### config.mk
export PLATFORM = sky130hd
export DESIGN_NAME = pipe_rr_sched
export DESIGN_NICKNAME = d
export VERILOG_FILES = /design/src/rtl/pipe_rr_sched_pkg.sv /design/src/rtl/pipe_out_fifo.sv /design/src/rtl/pipe_rr_sched.sv
export SDC_FILE = /design/constraint.sdc
export NUM_CORES = 1
export LEC_CHECK = 0
export ABC_AREA = 1
export CAP_MARGIN = 20
export CORE_ASPECT_RATIO = 1.5
export CORE_MARGIN = 8
export CORE_UTILIZATION = 30
export CTS_CLUSTER_DIAMETER = 60
export DETAILED_ROUTE_END_ITERATION = 7
export PLACE_DENSITY = 0.55
export SETUP_SLACK_MARGIN = 0.15
export SLEW_MARGIN = 40
export SYNTH_ARGS = -nofsm -noshare
export SYNTH_HDL_FRONTEND = slang
export SYNTH_SLANG_ARGS = --single-unit
### constraint.sdc
create_clock -name clk -period 8.6 [get_ports clk]
set_clock_uncertainty 0.15 [all_clocks]
set_input_delay 1.72 -clock clk [delete_from_list [all_inputs] [get_ports clk]]
set_output_delay 1.72 -clock clk [all_outputs]
set_load 0.01 [all_outputs]
### src/rtl/pipe_rr_sched_pkg.sv
// Shared constants and types for the round-robin pipe scheduler.
// Holds pipe latency, default output buffer depth and the source-index encoding.
package pipe_rr_sched_pkg;

  localparam int unsigned PIPE_LATENCY       = 2;
  localparam int unsigned DEFAULT_FIFO_DEPTH = 4;

  typedef enum logic {
    SRC_REQ0 = 1'b0,
    SRC_REQ1 = 1'b1
  } src_e;

  // Round-robin pick: a lone requester wins; on a tie the one not granted last wins.
  function automatic src_e rr_pick(input logic v0, input logic v1, input src_e last_grant);
    if (v0 && v1)
      return (last_grant == SRC_REQ0) ? SRC_REQ1 : SRC_REQ0;
    else if (v1)
      return SRC_REQ1;
    else
      return SRC_REQ0;
  endfunction

endpackage

### src/rtl/pipe_out_fifo.sv
// First-word fall-through output buffer for the scheduler pipe.
// Push and pop may coincide at any occupancy; pointers wrap modulo DEPTH.
module pipe_out_fifo #(
  parameter int unsigned WIDTH = 65,
  parameter int unsigned DEPTH = 4
) (
  input  logic             clk,
  input  logic             rst_n,
  input  logic             push,
  input  logic [WIDTH-1:0] push_data,
  input  logic             pop,
  output logic [WIDTH-1:0] head,
  output logic             empty
);

  localparam int unsigned AW    = $clog2(DEPTH);
  localparam int unsigned CNT_W = AW + 1;
  localparam logic [CNT_W-1:0] FULL_CNT = CNT_W'(DEPTH);

  logic [WIDTH-1:0] mem [DEPTH];
  logic [AW-1:0]    wr_ptr;
  logic [AW-1:0]    rd_ptr;
  logic [CNT_W-1:0] count;
  logic             full;
  logic             do_push;
  logic             do_pop;

  assign empty   = (count == '0);
  assign full    = (count == FULL_CNT);
  assign head    = mem[rd_ptr];
  assign do_pop  = pop && !empty;
  // A pop in the same cycle frees the slot the push lands in.
  assign do_push = push && (!full || do_pop);

  always_ff @(posedge clk) begin
    if (do_push)
      mem[wr_ptr] <= push_data;
  end

  always_ff @(posedge clk or negedge rst_n) begin
    if (!rst_n) begin
      wr_ptr <= '0;
      rd_ptr <= '0;
      count  <= '0;
    end else begin
      if (do_push)
        wr_ptr <= wr_ptr + 1'b1;
      if (do_pop)
        rd_ptr <= rd_ptr + 1'b1;
      case ({do_push, do_pop})
        2'b10:   count <= count + 1'b1;
        2'b01:   count <= count - 1'b1;
        default: count <= count;
      endcase
    end
  end

endmodule

### src/rtl/pipe_rr_sched.sv
// Two requesters share a fixed, non-stallable register pipe arbitrated round-robin;
// a credit counter guarantees the pipe never overruns the output FIFO.
module pipe_rr_sched
  import pipe_rr_sched_pkg::*;
#(
  parameter int unsigned WIDTH      = 64,
  parameter int unsigned FIFO_DEPTH = DEFAULT_FIFO_DEPTH
) (
  input  logic             clk,
  input  logic             rst_n,
  input  logic             req0_valid,
  input  logic [WIDTH-1:0] req0_data,
  output logic             req0_ready,
  input  logic             req1_valid,
  input  logic [WIDTH-1:0] req1_data,
  output logic             req1_ready,
  output logic             out_valid,
  output logic [WIDTH-1:0] out_data,
  output logic             out_src,
  input  logic             out_ready
);

  localparam int unsigned CW   = $clog2(FIFO_DEPTH + 1);
  localparam int unsigned LAST = PIPE_LATENCY - 1;
  localparam logic [CW-1:0] CREDIT_MAX = CW'(FIFO_DEPTH);

  src_e                    last_grant;
  src_e                    winner;
  logic [CW-1:0]           credit;
  logic                    grant_ok;
  logic                    accept;
  logic                    pop;
  logic [WIDTH-1:0]        win_data;
  logic [PIPE_LATENCY-1:0] stg_valid;
  logic [WIDTH-1:0]        stg_data [PIPE_LATENCY];
  src_e                    stg_src  [PIPE_LATENCY];
  logic [WIDTH:0]          fifo_head;
  logic                    fifo_empty;

  assign winner   = rr_pick(req0_valid, req1_valid, last_grant);
  assign win_data = (winner == SRC_REQ1) ? req1_data : req0_data;

  // Gated by rst_n so readies drop the moment reset asserts, not at the next edge.
  assign grant_ok   = rst_n && (credit != '0);
  assign req0_ready = grant_ok && req0_valid && (winner == SRC_REQ0);
  assign req1_ready = grant_ok && req1_valid && (winner == SRC_REQ1);
  assign accept     = (req0_valid && req0_ready) || (req1_valid && req1_ready);

  assign out_valid = !fifo_empty;
  assign pop       = out_valid && out_ready;
  assign out_data  = out_valid ? fifo_head[WIDTH-1:0] : '0;
  assign out_src   = out_valid && fifo_head[WIDTH];

  always_ff @(posedge clk or negedge rst_n) begin
    if (!rst_n) begin
      last_grant <= SRC_REQ1;
    end else if (accept) begin
      last_grant <= winner;
    end
  end

  always_ff @(posedge clk or negedge rst_n) begin
    if (!rst_n) begin
      credit <= CREDIT_MAX;
    end else begin
      case ({accept, pop})
        2'b10:   credit <= credit - 1'b1;
        2'b01:   credit <= credit + 1'b1;
        default: credit <= credit;
      endcase
    end
  end

  always_ff @(posedge clk or negedge rst_n) begin
    if (!rst_n) begin
      stg_valid <= '0;
      for (int unsigned i = 0; i < PIPE_LATENCY; i++) begin
        stg_data[i] <= '0;
        stg_src[i]  <= SRC_REQ0;
      end
    end else begin
      stg_valid[0] <= accept;
      stg_data[0]  <= win_data;
      stg_src[0]   <= winner;
      for (int unsigned i = 1; i < PIPE_LATENCY; i++) begin
        stg_valid[i] <= stg_valid[i-1];
        stg_data[i]  <= stg_data[i-1];
        stg_src[i]   <= stg_src[i-1];
      end
    end
  end

  pipe_out_fifo #(
    .WIDTH (WIDTH + 1),
    .DEPTH (FIFO_DEPTH)
  ) u_fifo (
    .clk       (clk),
    .rst_n     (rst_n),
    .push      (stg_valid[LAST]),
    .push_data ({logic'(stg_src[LAST]), stg_data[LAST]}),
    .pop       (pop),
    .head      (fifo_head),
    .empty     (fifo_empty)
  );

endmodule

==> run summary <==
Fraction of power spent switching nets -> 0.332
Reg-to-reg startpoint -> u_fifo.count[2]$_DFFE_PN0P_
Cell leakage power -> 0.00878 uW
DIE AREA -> 60700 um2
Maximum cell stage delay along the critical path -> 0.76 ns
Worst reg-to-reg path cell count -> 7
Port Buffers -> 200
Critical-path cell list -> inv_4, buf_4, nand2_1, nand3_1, a21oi_1, clkdlybuf4s50_1
Path class of the lowest-slack min-delay path -> flop to flop
# hold bufs at CTS -> 0
Warning count from the yosys run -> 0
Worst path slowest cell -> buf_4
Core area -> 52500 um2
Flop-to-flop setup slack -> 5.92 ns
Cell taking the most area after synthesis -> edfxtp_1
Dominant delay contributor by cell family on the critical path -> buffers and inverters
Synthesized net count -> 1600
Worst path required time -> 6.73 ns
Count of endpoints failing setup in the final report -> 0
Worst endpoint data arrival time -> 3.61 ns
Post-synthesis cell count -> 1459
Number of diodes -> 0
Global-route wire length before repair -> 58.9 mm
Total iterations of the first detailed-routing run -> 4
Clock Power Share -> 0.265
H-Tree Depth -> 2
Destination of the worst register-to-register timing path -> u_fifo.mem[0][25]$_DFFE_PP_
Biggest area contributors in the synthesized netlist -> edfxtp_1 (49%), dfrtp_1 (22%), nand2_1 (11%)
Worst max-slew margin expressed relative to the limit -> 0.459
Sink count of the clock tree -> 403
Synthesized cell area -> 15900 um2
Number of antenna violations at the first check in global routing -> 1
Routed length per placed instance -> 15.9 um
Crit share post-route -> 0.637
Crit Path Class -> flop to output port
Endpoint type of the worst setup path -> output port
Most frequent cells in the layout -> nand2_1 (480), inv_1 (280), edfxtp_1 (260)
Areal power density over the cells -> 330 nW/um2
Global route total overflow -> 0
Number of endpoints with negative hold slack in the final report -> 0
Via count -> 10.1k
Xor-xnor portion of the synthesized cell area -> 0.00166
Hold depth -> 0
DRT Wirelength -> 37.7 mm
Most common library cell in the layout ignoring fill and taps -> nand2_1
Maximum vdd drop -> 0.188 mV
Adder and majority gate portion of the synthesized area -> 0.00725
Source of the worst hold timing path -> stg_data[97]$_DFF_PN0_
Maximum number of pins on one net before global-route repair -> 71
Share of synthesized area spent on multiplexers -> 0
Reg clk slew, reported paths -> 0.06 ns
Initial core utilization -> 0.303
Final ANT Viol Nets -> 0
Inserted Clock Buffers -> 41
GR Util All Layers -> 0.125
Buffers and inverters on the worst path -> 3
RSZ-0062 raised after global routing -> no
Initial drt markers -> 370
Hold_ws -> 0.193 ns
# rows -> 103
Width of the die -> 204 um
Largest driver fanout on the critical path -> 70
Fin nets -> 1795
Proportion of netlist area held by the largest area contributor -> 0.492
Detailed Place HPWL -> 23.0 mm
Mapped Avg Cell Area -> 10.9 um2
Synth Area in Simple Gates -> 0.159
Setup TNS after final layout -> 0 ns
Post-CTS Setup Bufs -> 0
Outcome -> finished clean
Sequential share of the synthesized area -> 0.717
Post-synthesis compound-gate area fraction -> 0.0218
CTS Root Cell -> clkbuf_16
I/O pin cnt -> 201
Critical Path Source Type -> flop
Min Clock Period, post-route -> 5.48 ns
DRC errors left -> 0
Via count of the first global-routing pass -> 10.7k
Maximum clock insertion buffer count -> 3
Endpoint with the worst hold slack -> stg_data[33]$_DFF_PN0_
Count of unique library cells instantiated by Yosys -> 20
Post-CTS resize count -> 0
Gate power share -> 0.322
Clock tree from TritonCTS -> done
Dominant combinational cell family by area after synthesis -> simple AND/OR/NAND/NOR gates
Flop pwr share -> 0.412
Placer Congestion -> 0.680
Fmax -> 183 MHz
Max-cap check violation count -> 0
Share of post-route cells with drive strength above 1 -> 0.0564
Via density -> 4.25
Vert. Die Dim -> 298 um
Synth Register Bits -> 403
Cell Int Power -> 4360 uW
Max-slew violation count -> 0
Transition time of the tightest slew-check pin -> 0.812 ns
Skew-Pair Late Insertion Delay -> 0.52 ns
Synth-to-layout area growth -> 24.9%
Net switching power -> 2170 uW
-- flip-flops by register name, indices dropped and copies added (netlist names) --
signal and cells:
stg_src 2, u_fifo.mem 260, stg_valid 2, u_fifo.wr_ptr 2, u_fifo.rd_ptr 2, credit 3
last_grant 1, u_fifo.count 3, stg_data 128
-- logic make-up after synthesis --
| family | after synthesis |
|---|---|
| AOI/OAI and AO/OA | 69 |
| buffers and inverters | 349 |
| adders and majority gates | 8 |
| and+or+nand+nor | 627 |
| xor gates and xnor gates | 3 |
| DFF | 403 |
-- how the worst max path moves through the flow --
stage                                 start                         end  cells past startpoint
6_report       u_fifo.rd_ptr[0]$_DFFE_PN0P_                out_data[53]                      6
2_1_floorplan                     out_ready  u_fifo.mem[0][0]$_DFFE_PP_                      4
4_1_cts        u_fifo.rd_ptr[0]$_DFFE_PN0P_                out_data[53]                      6
3_5_place_dp   u_fifo.rd_ptr[0]$_DFFE_PN0P_                out_data[53]                      6
3_3_place_gp   u_fifo.rd_ptr[1]$_DFFE_PN0P_                 out_data[6]                      5
5_1_grt        u_fifo.rd_ptr[0]$_DFFE_PN0P_                out_data[42]                      6
-- layout make-up --
class                   instances  area (um2)
fillers                      5043       32600
flip-flops and latches        403       11400
multi-input cells             707        3050
repair buffers                217        2140
clock buffers                  55        1160
inverters                     284        1070
well taps                     682         853
clock inverters                18         165
-- power by group through the flow --
stage          sequential [uW]  combinational, uW  clock, uW
6_report                  2700               2110       1730
3_5_place_dp              2740               2170          0
5_1_grt                   2740               2360       1870
4_1_cts                   2700               2180       1790
3_3_place_gp              2720               2140          0
2_1_floorplan             2640               1240          0
-- metrics by stage --
stage / setup WS (ns) / cells / util / cell area [um2] / total power, uW
floorplan: 3.26 / 1459 / - / 15900 / 3880
global placement: 3.65 / 2293 / 0.353 / 18500 / 4870
detailed placement: 3.65 / 2293 / 0.353 / 18500 / 4910
CTS: 3.06 / 2366 / 0.378 / 19800 / 6680
global route: 2.86 / 2366 / 0.378 / 19800 / 6960
finish: 3.12 / 2366 / 0.378 / 19800 / 6540
-- Yosys cell counts --
| master | n |
|---|---|
| nand2_2 | 1 |
| buf_6 | 12 |
| o21ai_0 | 4 |
| buf_1 | 1 |
| edfxtp_1 | 260 |
| fa_1 | 2 |
| buf_2 | 28 |
| clkbuf_1 | 15 |
| buf_4 | 9 |
| xnor2_1 | 3 |
| dfrtp_1 | 141 |
| dfstp_2 | 2 |
| inv_1 | 280 |
| a21oi_1 | 65 |
| nand2_1 | 481 |
| ha_1 | 6 |
| nand4_1 | 2 |
| nand3_1 | 135 |
| nor2_1 | 8 |
| inv_2 | 4 |
-- worst reg2reg max path, stage by stage, from the launching register on --
cell,delay (ns)
dfrtp_1,0.37
inv_1,0.10
nor2_1,0.05
nand2_1,0.08
nand2_1,0.28
nor2_4,0.16
buf_4,0.44
buf_4,0.65
-- metal layers --
layer  routed length, um  share of wire  track usage
met1               14800           0.39        0.140
met2               19900           0.53        0.230
met3                1930          0.051       0.0250
met4                1000          0.027       0.0436
met5                   0              0            0
No activity file was read; power rests on OpenSTA's default activity.
